File: src/rtl/debounced_pulser_n.sv
// -----------------------------------------------------------------------------
// debounced_pulser_n
//
// Purpose:
//   N_CH independent push-button conditioners. Each raw button level is
//   synchronised through two flops, debounced by requiring DB_CYCLES
//   consecutive disagreeing samples before the accepted level changes, and
//   turned into one-cycle press / release strobes. With REPEAT_EN=1 a held
//   button also produces repeat press strobes: the first REPEAT_DELAY cycles
//   after the press strobe, then one every REPEAT_PERIOD cycles.
//
// Ports:
//   clk           in   system clock, all state updates on the rising edge
//   rst           in   synchronous active-high reset
//   btn_in        in   [N_CH] raw asynchronous button levels, 1 = pressed
//   ch_en         in   [N_CH] per-channel strobe enable (gates strobes only)
//   btn_level     out  [N_CH] debounced level per channel
//   press_pulse   out  [N_CH] one-cycle press / repeat strobe
//   release_pulse out  [N_CH] one-cycle release strobe
//   any_pulse     out  OR of all press and release strobes, same cycle
// -----------------------------------------------------------------------------
module debounced_pulser_n #(
  parameter int N_CH          = 4,
  parameter int DB_CYCLES     = 500000,
  parameter int REPEAT_EN     = 0,
  parameter int REPEAT_DELAY  = 25000000,
  parameter int REPEAT_PERIOD = 5000000
) (
  input  logic            clk,
  input  logic            rst,
  input  logic [N_CH-1:0] btn_in,
  input  logic [N_CH-1:0] ch_en,
  output logic [N_CH-1:0] btn_level,
  output logic [N_CH-1:0] press_pulse,
  output logic [N_CH-1:0] release_pulse,
  output logic            any_pulse
);

  localparam int DB_W    = $clog2(DB_CYCLES + 1);
  localparam int RPT_MAX = (REPEAT_DELAY > REPEAT_PERIOD) ? REPEAT_DELAY : REPEAT_PERIOD;
  localparam int RPT_W   = $clog2(RPT_MAX + 1);

  localparam logic [DB_W-1:0]  DB_LAST    = DB_W'(DB_CYCLES - 1);
  localparam logic [DB_W-1:0]  DB_ONE     = DB_W'(1);
  localparam logic [RPT_W-1:0] RPT_ONE    = RPT_W'(1);
  localparam logic [RPT_W-1:0] RPT_DELAY  = RPT_W'(REPEAT_DELAY);
  localparam logic [RPT_W-1:0] RPT_PERIOD = RPT_W'(REPEAT_PERIOD);

  // Synchroniser, debounce and edge-detect state
  logic [N_CH-1:0]  r_s1;
  logic [N_CH-1:0]  r_s2;
  logic [N_CH-1:0]  r_level;
  logic [N_CH-1:0]  r_level_d;
  logic [DB_W-1:0]  r_db_cnt  [N_CH];
  logic [RPT_W-1:0] r_rpt_cnt [N_CH];

  // Registered outputs
  logic [N_CH-1:0]  r_press;
  logic [N_CH-1:0]  r_release;
  logic             r_any;

  // Next-cycle strobe values
  logic [N_CH-1:0]  w_rise;
  logic [N_CH-1:0]  w_fall;
  logic [N_CH-1:0]  w_rpt_hit;
  logic [N_CH-1:0]  w_press;
  logic [N_CH-1:0]  w_release;

  // NOTE: every signal written in always_comb gets a default at the top so no
  // path leaves it unassigned (which would infer a latch).
  always_comb begin
    w_rise    = r_level & ~r_level_d;
    w_fall    = ~r_level & r_level_d;
    w_rpt_hit = '0;
    for (int i = 0; i < N_CH; i++) begin
      // A repeat fires while the level is high and the countdown is on its
      // last cycle. The rise edge itself is the original press strobe.
      if ((REPEAT_EN != 0) && r_level[i] && !w_rise[i] && (r_rpt_cnt[i] == RPT_ONE)) begin
        w_rpt_hit[i] = 1'b1;
      end
    end
    // ch_en only masks the strobes; all tracking state runs regardless.
    w_press   = (w_rise | w_rpt_hit) & ch_en;
    w_release = w_fall & ch_en;
  end

  // NOTE: all sequential state uses non-blocking assignments so every flop
  // samples pre-edge values and the two-flop synchroniser really is two flops.
  always_ff @(posedge clk) begin
    if (rst) begin
      r_s1      <= '0;
      r_s2      <= '0;
      r_level   <= '0;
      r_level_d <= '0;
      r_press   <= '0;
      r_release <= '0;
      r_any     <= 1'b0;
      // NOTE: the counter arrays are reset too; they are per-channel control
      // state, not data storage, and a stale count would leak across reset.
      for (int i = 0; i < N_CH; i++) begin
        r_db_cnt[i]  <= '0;
        r_rpt_cnt[i] <= '0;
      end
    end else begin
      r_s1      <= btn_in;
      r_s2      <= r_s1;
      r_level_d <= r_level;
      r_press   <= w_press;
      r_release <= w_release;
      r_any     <= |{w_press, w_release};

      for (int i = 0; i < N_CH; i++) begin
        // Debounce: count consecutive samples that disagree with the accepted
        // level; any agreeing sample restarts the count.
        if (r_s2[i] == r_level[i]) begin
          r_db_cnt[i] <= '0;
        end else if (r_db_cnt[i] == DB_LAST) begin
          r_level[i]  <= r_s2[i];
          r_db_cnt[i] <= '0;
        end else begin
          r_db_cnt[i] <= r_db_cnt[i] + DB_ONE;
        end

        // Auto-repeat countdown, idle (zero) whenever the level is low.
        if (REPEAT_EN == 0 || !r_level[i]) begin
          r_rpt_cnt[i] <= '0;
        end else if (w_rise[i]) begin
          r_rpt_cnt[i] <= RPT_DELAY;
        end else if (r_rpt_cnt[i] == RPT_ONE) begin
          r_rpt_cnt[i] <= RPT_PERIOD;
        end else if (r_rpt_cnt[i] != '0) begin
          r_rpt_cnt[i] <= r_rpt_cnt[i] - RPT_ONE;
        end
      end
    end
  end

  assign btn_level     = r_level;
  assign press_pulse   = r_press;
  assign release_pulse = r_release;
  assign any_pulse     = r_any;

endmodule

File: config.mk
export PLATFORM = sky130hd
export DESIGN_NAME = debounced_pulser_n
export DESIGN_NICKNAME = d
export VERILOG_FILES = /design/src/rtl/debounced_pulser_n.sv
export SDC_FILE = /design/constraint.sdc
export NUM_CORES = 1
export LEC_CHECK = 0
export BUFFER_PORTS_ARGS = -buffer_cell sky130_fd_sc_hd__clkbuf_2
export CORE_ASPECT_RATIO = 0.9
export CORE_UTILIZATION = 30
export CTS_CLUSTER_DIAMETER = 60
export DETAILED_ROUTE_END_ITERATION = 16
export PLACE_DENSITY = 0.49
export SYNTH_ARGS = -nofsm -noshare
export SYNTH_HDL_FRONTEND = slang
export SYNTH_SLANG_ARGS = --single-unit
export TNS_END_PERCENT = 1
File: constraint.sdc
create_clock -name clk -period 4.9 [get_ports clk]
set_input_delay 0.49 -clock clk [delete_from_list [all_inputs] [get_ports clk]]
set_output_delay 0.49 -clock clk [all_outputs]
set_load 0.02 [all_outputs]
After elaboration in Yosys (flattened, before gate mapping):

Memories as Yosys holds them, arrays and structs flattened.
Cells that the tools add are included.

* register bits after elaboration: 25
* RAM bits: 76
* input port bits: 10
* output and inout port bits: 13
* logic and storage cells: 108
* memories kept: 1

* add/sub/neg operators: 4
* equal/unequal tests: 8
* multiplexer cells: 58
* bitwise gates (word level): 22
* reductions and logical operators: 5

Memory list
* r_db_cnt: words 4, bits a word 19, rd ports 4, clocked after Yosys merged registers in 0, wr ports 4, RTL line 54 `logic [DB_W-1:0] r_db_cnt [N_CH];`

Operator list (number)
* two-way mux 19 bit: 12
* adder 19 x 1 -> 19 bit (second input constant): 4
* == test 19 bit (second input constant): 4
* two-way mux 1 bit: 46
* bitwise AND 4 bit: 4
* bitwise OR 1 bit: 12
* NOT 4 bit: 2
* AND reduction 2 bit: 4
* OR reduction 8 bit: 1
* == test 1 bit: 4
* NOT 1 bit: 4

Depth between registers and ports, before layout:

Gate-level depths: netlist of the first run.
An unclocked memory read counts as a cell.

* word-level depth: 8
* depth in mapped cells: 6

Least setup slack after synthesis of the first run:

No wires, ideal clock.

* path type: register -> register
* from: memory r_db_cnt[3][9] in the netlist's numbering
* to: memory r_db_cnt[3][9] in the netlist's numbering, data pin
* library setup time: 0.254 ns
* arrival: 1.894 ns
* required time: 4.646 ns
* slack: 2.751 ns
* stages on the path, launching flop included: 6
* path buffers: 1
* path through: edfxtp_1 > or4b_1 > or4_4 > o21bai_4 > buf_6 > nor2_1

RTL lines (RTL line)
* from (decl): 54

==> results.cfg, run 1 <==
[setup_path]
crit-reg2reg-launch = r_db_cnt[3][9]$_SDFFCE_PN0P_
worstPathRequired_ns = 4.99
crit_arrival_ns = 2.46
startpoint = r_db_cnt[3][9]$_SDFFCE_PN0P_
path_cells = or4b_1 > or4_4 > o21bai_4 > nor2_1
worst-path-stages = 4
cp-start-kind = flop
crit_path_end = r_db_cnt[3][14]$_SDFFCE_PN0P_
critPathMaxFanout = 17
r2r-end = r_db_cnt[3][14]$_SDFFCE_PN0P_
crit_buf_inv = 0
crit_type = reg -> reg
cpMaxStageDelayCell = or4_4
cp-end-kind = flop
reg2reg_slack_ns = 2.53
r2r_cells = 4
cpPeakStageDelay_ns = 0.58
path_delay_family = simple AND/OR/NAND/NOR gates

[finish]
fin_area_sq_um = 5940
fillCellCount = 1661
nets = 580
area_growth_pct = 17.8
final_cells = 777
diodes = 0
drive_gt1_frac = 0.0842
layout_commonest_cell = nor2_1
mostFrequentLayoutCells = nor2_1, edfxtp_1, conb_1, xnor2_1

[global_route]
grt_overflow_total = 0
grt_pass1_wl_um = 16400
grt_pass1_vias = 3391
antenna_found_initial = 0
grt_max_degree = 19
grtUsageTotal = 0.118

[power_and_ir_drop]
ir_drop_uv = 179
p_leak_nw = 2.08
cellPowerDensity_nw_per_um2 = 296

[sta]
worst_pin_slew_ns = 1.24
holdWs_ns = 0.352
fin_crit_ns = 2.37
hold_violations = 0
timing.final.max_slew_violations = 0
relSlewSlack = 0.166
timing.fmax_mhz = 422
setup_violations = 0
period_share = 0.484
setup-tns-final_ns = 0
rsz0062_at_grt = false
fin_skew_ns = 0.00734

[synth]
syn_area_sq_um = 5050
avgSynthCellArea_sq_um = 10.8
yosysSeqAreaShare = 0.551
yosys_register_bits = 101
netlist_instances = 468
synth.distinct_cells = 45
yosysWarnings = 0

[flow_run]
drv_cap = 0

[cts]
clk_latency_ns = 0.35
htree_levels = 3
clock_path_buffers = 2
clock_sinks = 101
cts_resized = 0
cts_setup_buffers = 0
hold_buffers = 0
cts_tree = built
cts_made_buffers = 9
cts-root-buf = clkbuf_16
clk_pin_slew_ns = 0.07

[floorplanning]
start_util = 0.310
core_sq_um = 16300
dieArea_sq_um = 17300
fp.dieW_um = 139
rows = 44
ios = 23
die_h_um = 125

[run_status]
violations = DRC
status = finished, violations left

[placed_design]
gp_congestion = 0.797
dpl-instance-area_sq_um = 5650
port_buffers = 22
post-place-cells = 762
dp_hpwl_um = 6880

[routing]
drtIter0Drc = 198
drt_wl_total_um = 9410
vias_per_cell = 4.51
ant_nets = 0
wl_per_cell_um = 12.1
route.detailed.drc = 4
dr.pass1.iters = 10
num_vias = 3508

[worst_hold_path]
min_path_type = in -> reg
[sequential cells by signal (all words and copies together), names as in the netlist]
name           count
press_pulse        4
r_level_d          4
any_pulse          1
r_s2               4
release_pulse      4
r_db_cnt          76
r_s1               4
btn_level          4
[stage by stage]
step	util	worst slack, ns	power [mW]
2_1_floorplan	-	2.75	1.05
4_1_cts	0.365	2.51	1.79
3_5_place_dp	0.347	2.53	1.07
6_report	0.365	2.53	1.76
3_3_place_gp	0.347	2.60	1.07
5_1_grt	0.365	2.27	1.84
[cells in the mapped netlist]
cell       n  area share
a21o_1     1      0.0015
a21oi_1   10      0.0099
a22oi_1    2      0.0030
a31o_2     1      0.0017
and2_1     2      0.0025
and3_1     4      0.0050
and3b_1    2      0.0035
and4_1     7       0.012
and4b_1    1      0.0020
buf_2      2      0.0020
buf_6      2      0.0045
clkbuf_1   9      0.0067
conb_1     1     0.00074
dfxtp_1   25       0.099
edfxtp_1  76        0.45
ha_1       4      0.0099
inv_1     15       0.011
mux2_2     2      0.0045
mux2i_1    1      0.0020
nand2_1   20       0.015
nand2b_1   1      0.0012
nand3_1   24       0.024
nand4_1   24       0.030
nand4_2    1      0.0025
nand4b_1   2      0.0035
nor2_1    77       0.057
nor2b_1   16       0.020
nor3_1    12       0.012
nor4_1    18       0.022
nor4b_1    4      0.0069
nor4bb_1   7       0.014
o21ai_0    5      0.0050
o21ai_1    3      0.0030
o21bai_4   1      0.0037
o31ai_1    3      0.0045
o41ai_1    1      0.0017
or2_2      2      0.0025
or3_1      3      0.0037
or4_1      5      0.0074
or4_4      1      0.0022
or4b_1     2      0.0040
or4b_2     1      0.0020
or4bb_1    1      0.0022
xnor2_1   42       0.073
xor2_1    25       0.043
[logic make-up after synthesis]
logic type,after synthesis,synth area share
buffers and inverters,28,0.0243
xor gates and xnor gates,67,0.116
adders and majority gates,4,0.00992
other,1,0.000743
DFF,101,0.551
and+or+nand+nor,237,0.257
muxes,3,0.00645
AOI/OAI and AO/OA,27,0.0340
[layout make-up]
cell class / instances / area [sq um] / share of cell area
clock buffers: 9 / 225 / 0.0379
flip-flops and latches: 101 / 2780 / 0.468
well taps: 207 / 259 / 0.0436
multi-input cells: 414 / 2420 / 0.408
clock inverters: 6 / 63.8 / 0.0107
repair buffers: 25 / 133 / 0.0223
inverters: 15 / 56.3 / 0.00948
[worst min path at each step]
stage               slack [ns]                  to                from  cells after the start
finish                    0.35  r_s1[0]$_SDFF_PP0_           btn_in[0]                      2
global route              0.36  r_s1[2]$_SDFF_PP0_           btn_in[2]                      2
CTS                       0.34  r_s1[2]$_SDFF_PP0_           btn_in[2]                      2
detailed placement        0.43  r_s2[2]$_SDFF_PP0_  r_s1[2]$_SDFF_PP0_                      1
global placement          0.42  r_s2[1]$_SDFF_PP0_  r_s1[1]$_SDFF_PP0_                      1
floorplan                 0.41  r_s2[0]$_SDFF_PP0_  r_s1[0]$_SDFF_PP0_                      1
[metal layers]
| layer | part of all wire | vias up | wire length, um | track usage |
|---|---|---|---|---|
| li1 | - | 1829 | - | - |
| met1 | 0.50 | 1627 | 4690 | 0.153 |
| met2 | 0.44 | 43 | 4170 | 0.183 |
| met3 | 0.049 | 9 | 460 | 0.0452 |
| met4 | 0.0087 | 0 | 82 | 0.0392 |
| met5 | 0 | - | 0 | 0 |
[power by group]
| part | switching [mW] | internal, mW |
|---|---|---|
| registers | 0.0340 | 0.949 |
| clock network | 0.315 | 0.393 |
| logic | 0.0392 | 0.0299 |
Note: power is estimated with default switching activity, not from simulation.
==> inputs of run 2 (changes only) <==
--- a/config.mk
+++ b/config.mk
@@ -10,7 +10,7 @@
 export CORE_UTILIZATION = 30
 export CTS_CLUSTER_DIAMETER = 60
 export DETAILED_ROUTE_END_ITERATION = 16
-export PLACE_DENSITY = 0.49
+export PLACE_DENSITY = 0.5
 export SYNTH_ARGS = -nofsm -noshare
 export SYNTH_HDL_FRONTEND = slang
 export SYNTH_SLANG_ARGS = --single-unit
==> constraint.sdc (replaced) <==
create_clock -name clk -period 2.1 [get_ports clk]
set_input_delay 0.21 -clock clk [delete_from_list [all_inputs] [get_ports clk]]
set_output_delay 0.21 -clock clk [all_outputs]
set_load 0.02 [all_outputs]
==> results.cfg, run 2 (synthesis gave the netlist of run 1 again) <==
[placed_design]
dp_hpwl_um = 7290
port_buffers = 22
post-place-cells = 788
gp_congestion = 0.789
pre_cts_ws_ns = -0.0407

[cts]
cts_made_buffers = 9
cts-root-buf = clkbuf_16
clk_latency_ns = 0.35
clk_pin_slew_ns = 0.07
cts_tree = built
clock_sinks = 101
clock_path_buffers = 2
htree_levels = 3

[finish]
largest-register = r_db_cnt
layout_commonest_cell = nor2_1
largest_reg_flops = 76
mostFrequentLayoutCells = nor2_1, edfxtp_1, conb_1, xnor2_1, buf_4
drive_gt1_frac = 0.128
nets = 610
final_cells = 808
area_growth_pct = 22.8
diodes = 0

[sta]
timing.fmax_mhz = 473
layout_setup_ws_ns = -0.0120
hold_violations = 0
holdWs_ns = 0.0695
rsz0062_at_grt = true
period_share = 1.01
setup_violations = 13
timing.final.max_slew_violations = 0
fin_skew_ns = 0.00646
fin_crit_ns = 2.11

[floorplanning]
rows = 44
dieArea_sq_um = 17300
core_sq_um = 16300
die_h_um = 125
start_util = 0.310
fp.dieW_um = 139
ios = 23

[worst_hold_path]
min_path_type = in -> reg

[run_status]
status = finished, violations left
violations = DRC, setup timing

[setup_path]
crit_type = reg -> reg
worstPathRequired_ns = 2.20
cp-end-kind = flop
crit_arrival_ns = 2.21
reg2reg_slack_ns = -0.01
critPathMaxFanout = 8
cp-start-kind = flop

[routing]
num_vias = 3641
route.detailed.drc = 1
wl_per_cell_um = 12.2
drtIter0Drc = 182
vias_per_cell = 4.51
drt_wl_total_um = 9880
ant_nets = 0
dr.pass1.iters = 10

[global_route]
grt_pass1_vias = 3476
grt_overflow_total = 0
antenna_found_initial = 0
grtUsageTotal = 0.122
grt_max_degree = 23
grt_pass1_wl_um = 16800

[power_and_ir_drop]
cellPowerDensity_nw_per_um2 = 683
finalPower_mw = 4.23
p_leak_nw = 2.23
ir_drop_uv = 443

[flow_run]
drv_cap = 0
[run 2: cell count changes in the layout (fill, tap and decap cells not counted)]
| cell | previous run | this run |
|---|---|---|
| buf_4 | 3 | 31 |
| buf_6 | 0 | 2 |
| clkbuf_1 | 0 | 2 |
| bufinv_16 | 1 | 2 |
| clkinv_1 | 1 | 2 |
| clkinv_2 | 1 | 0 |
| clkinv_4 | 1 | 0 |
| inv_6 | 1 | 0 |
| or4b_1 | 2 | 1 |
| or4b_4 | 0 | 1 |
[run 2: critical path: stages, from the launching register on]
cell and delay, ns:
edfxtp_1 0.39, or4bb_1 0.51, or4_4 0.57, o21bai_4 0.20, buf_6 0.15, a21oi_1 0.04
[run 2: timing repair]
| item | CTS | global route |
|---|---|---|
| setup endpoints to repair | 17 | 17 |
| pin swaps | 0 | 2 |
| buffers inserted | 0 | 3 |
| gates cloned | 0 | 1 |
| hold buffers | 0 | 0 |
| resized for setup | 3 | 1 |
| endpoints found under the hold margin | 0 | 0 |
[run 2: where the power goes]
| part | switching, mW | internal [mW] | leakage (nW) | total, mW |
|---|---|---|---|---|
| sequential | 0.0724 | 2.21 | 0.987 | 2.29 |
| combinational | 0.106 | 0.0889 | 1.10 | 0.195 |
| clock | 0.714 | 1.04 | 0.145 | 1.75 |
| total | 0.893 | 3.34 | 2.23 | 4.23 |
[run 2: through the flow]
stage | TNS, ns | util | instance area [sq um]
2_1_floorplan | -0.474 | - | 5330
3_3_place_gp | -0.00472 | 0.359 | 5850
3_5_place_dp | -0.443 | 0.359 | 5850
4_1_cts | -0.123 | 0.378 | 6170
5_1_grt | -1.24 | 0.380 | 6200
6_report | -0.0755 | 0.380 | 6200
[run 2: final timing paths]
kind | startpoint | endpoint | cells after the start
worst max-delay path | r_db_cnt[3][12]$_SDFFCE_PN0P_ | r_db_cnt[3][17]$_SDFFCE_PN0P_ | 5
worst min-delay path | btn_in[0] | r_s1[0]$_SDFF_PP0_ | 2
worst max register to register | r_db_cnt[3][12]$_SDFFCE_PN0P_ | r_db_cnt[3][17]$_SDFFCE_PN0P_ | 5
worst min register to register | r_s1[0]$_SDFF_PP0_ | r_s2[0]$_SDFF_PP0_ | 1
[run 2: cell type report]
cell class / instances / area [sq um]
clock inverters: 5 / 75.1
flip-flops and latches: 101 / 2780
fillers: 1644 / 10100
well taps: 207 / 259
multi-input cells: 414 / 2430
inverters: 15 / 56.3
repair buffers: 55 / 365
clock buffers: 11 / 233
[run 2: per-layer routing]
metal  share of wire  wire [um]  vias up  track usage
met5               0          0        -            0
met4           0.013        124        0       0.0373
met3           0.038        376       11       0.0410
met2            0.45       4410       44        0.195
met1            0.50       4970     1699        0.157
li1                -          -     1887            -
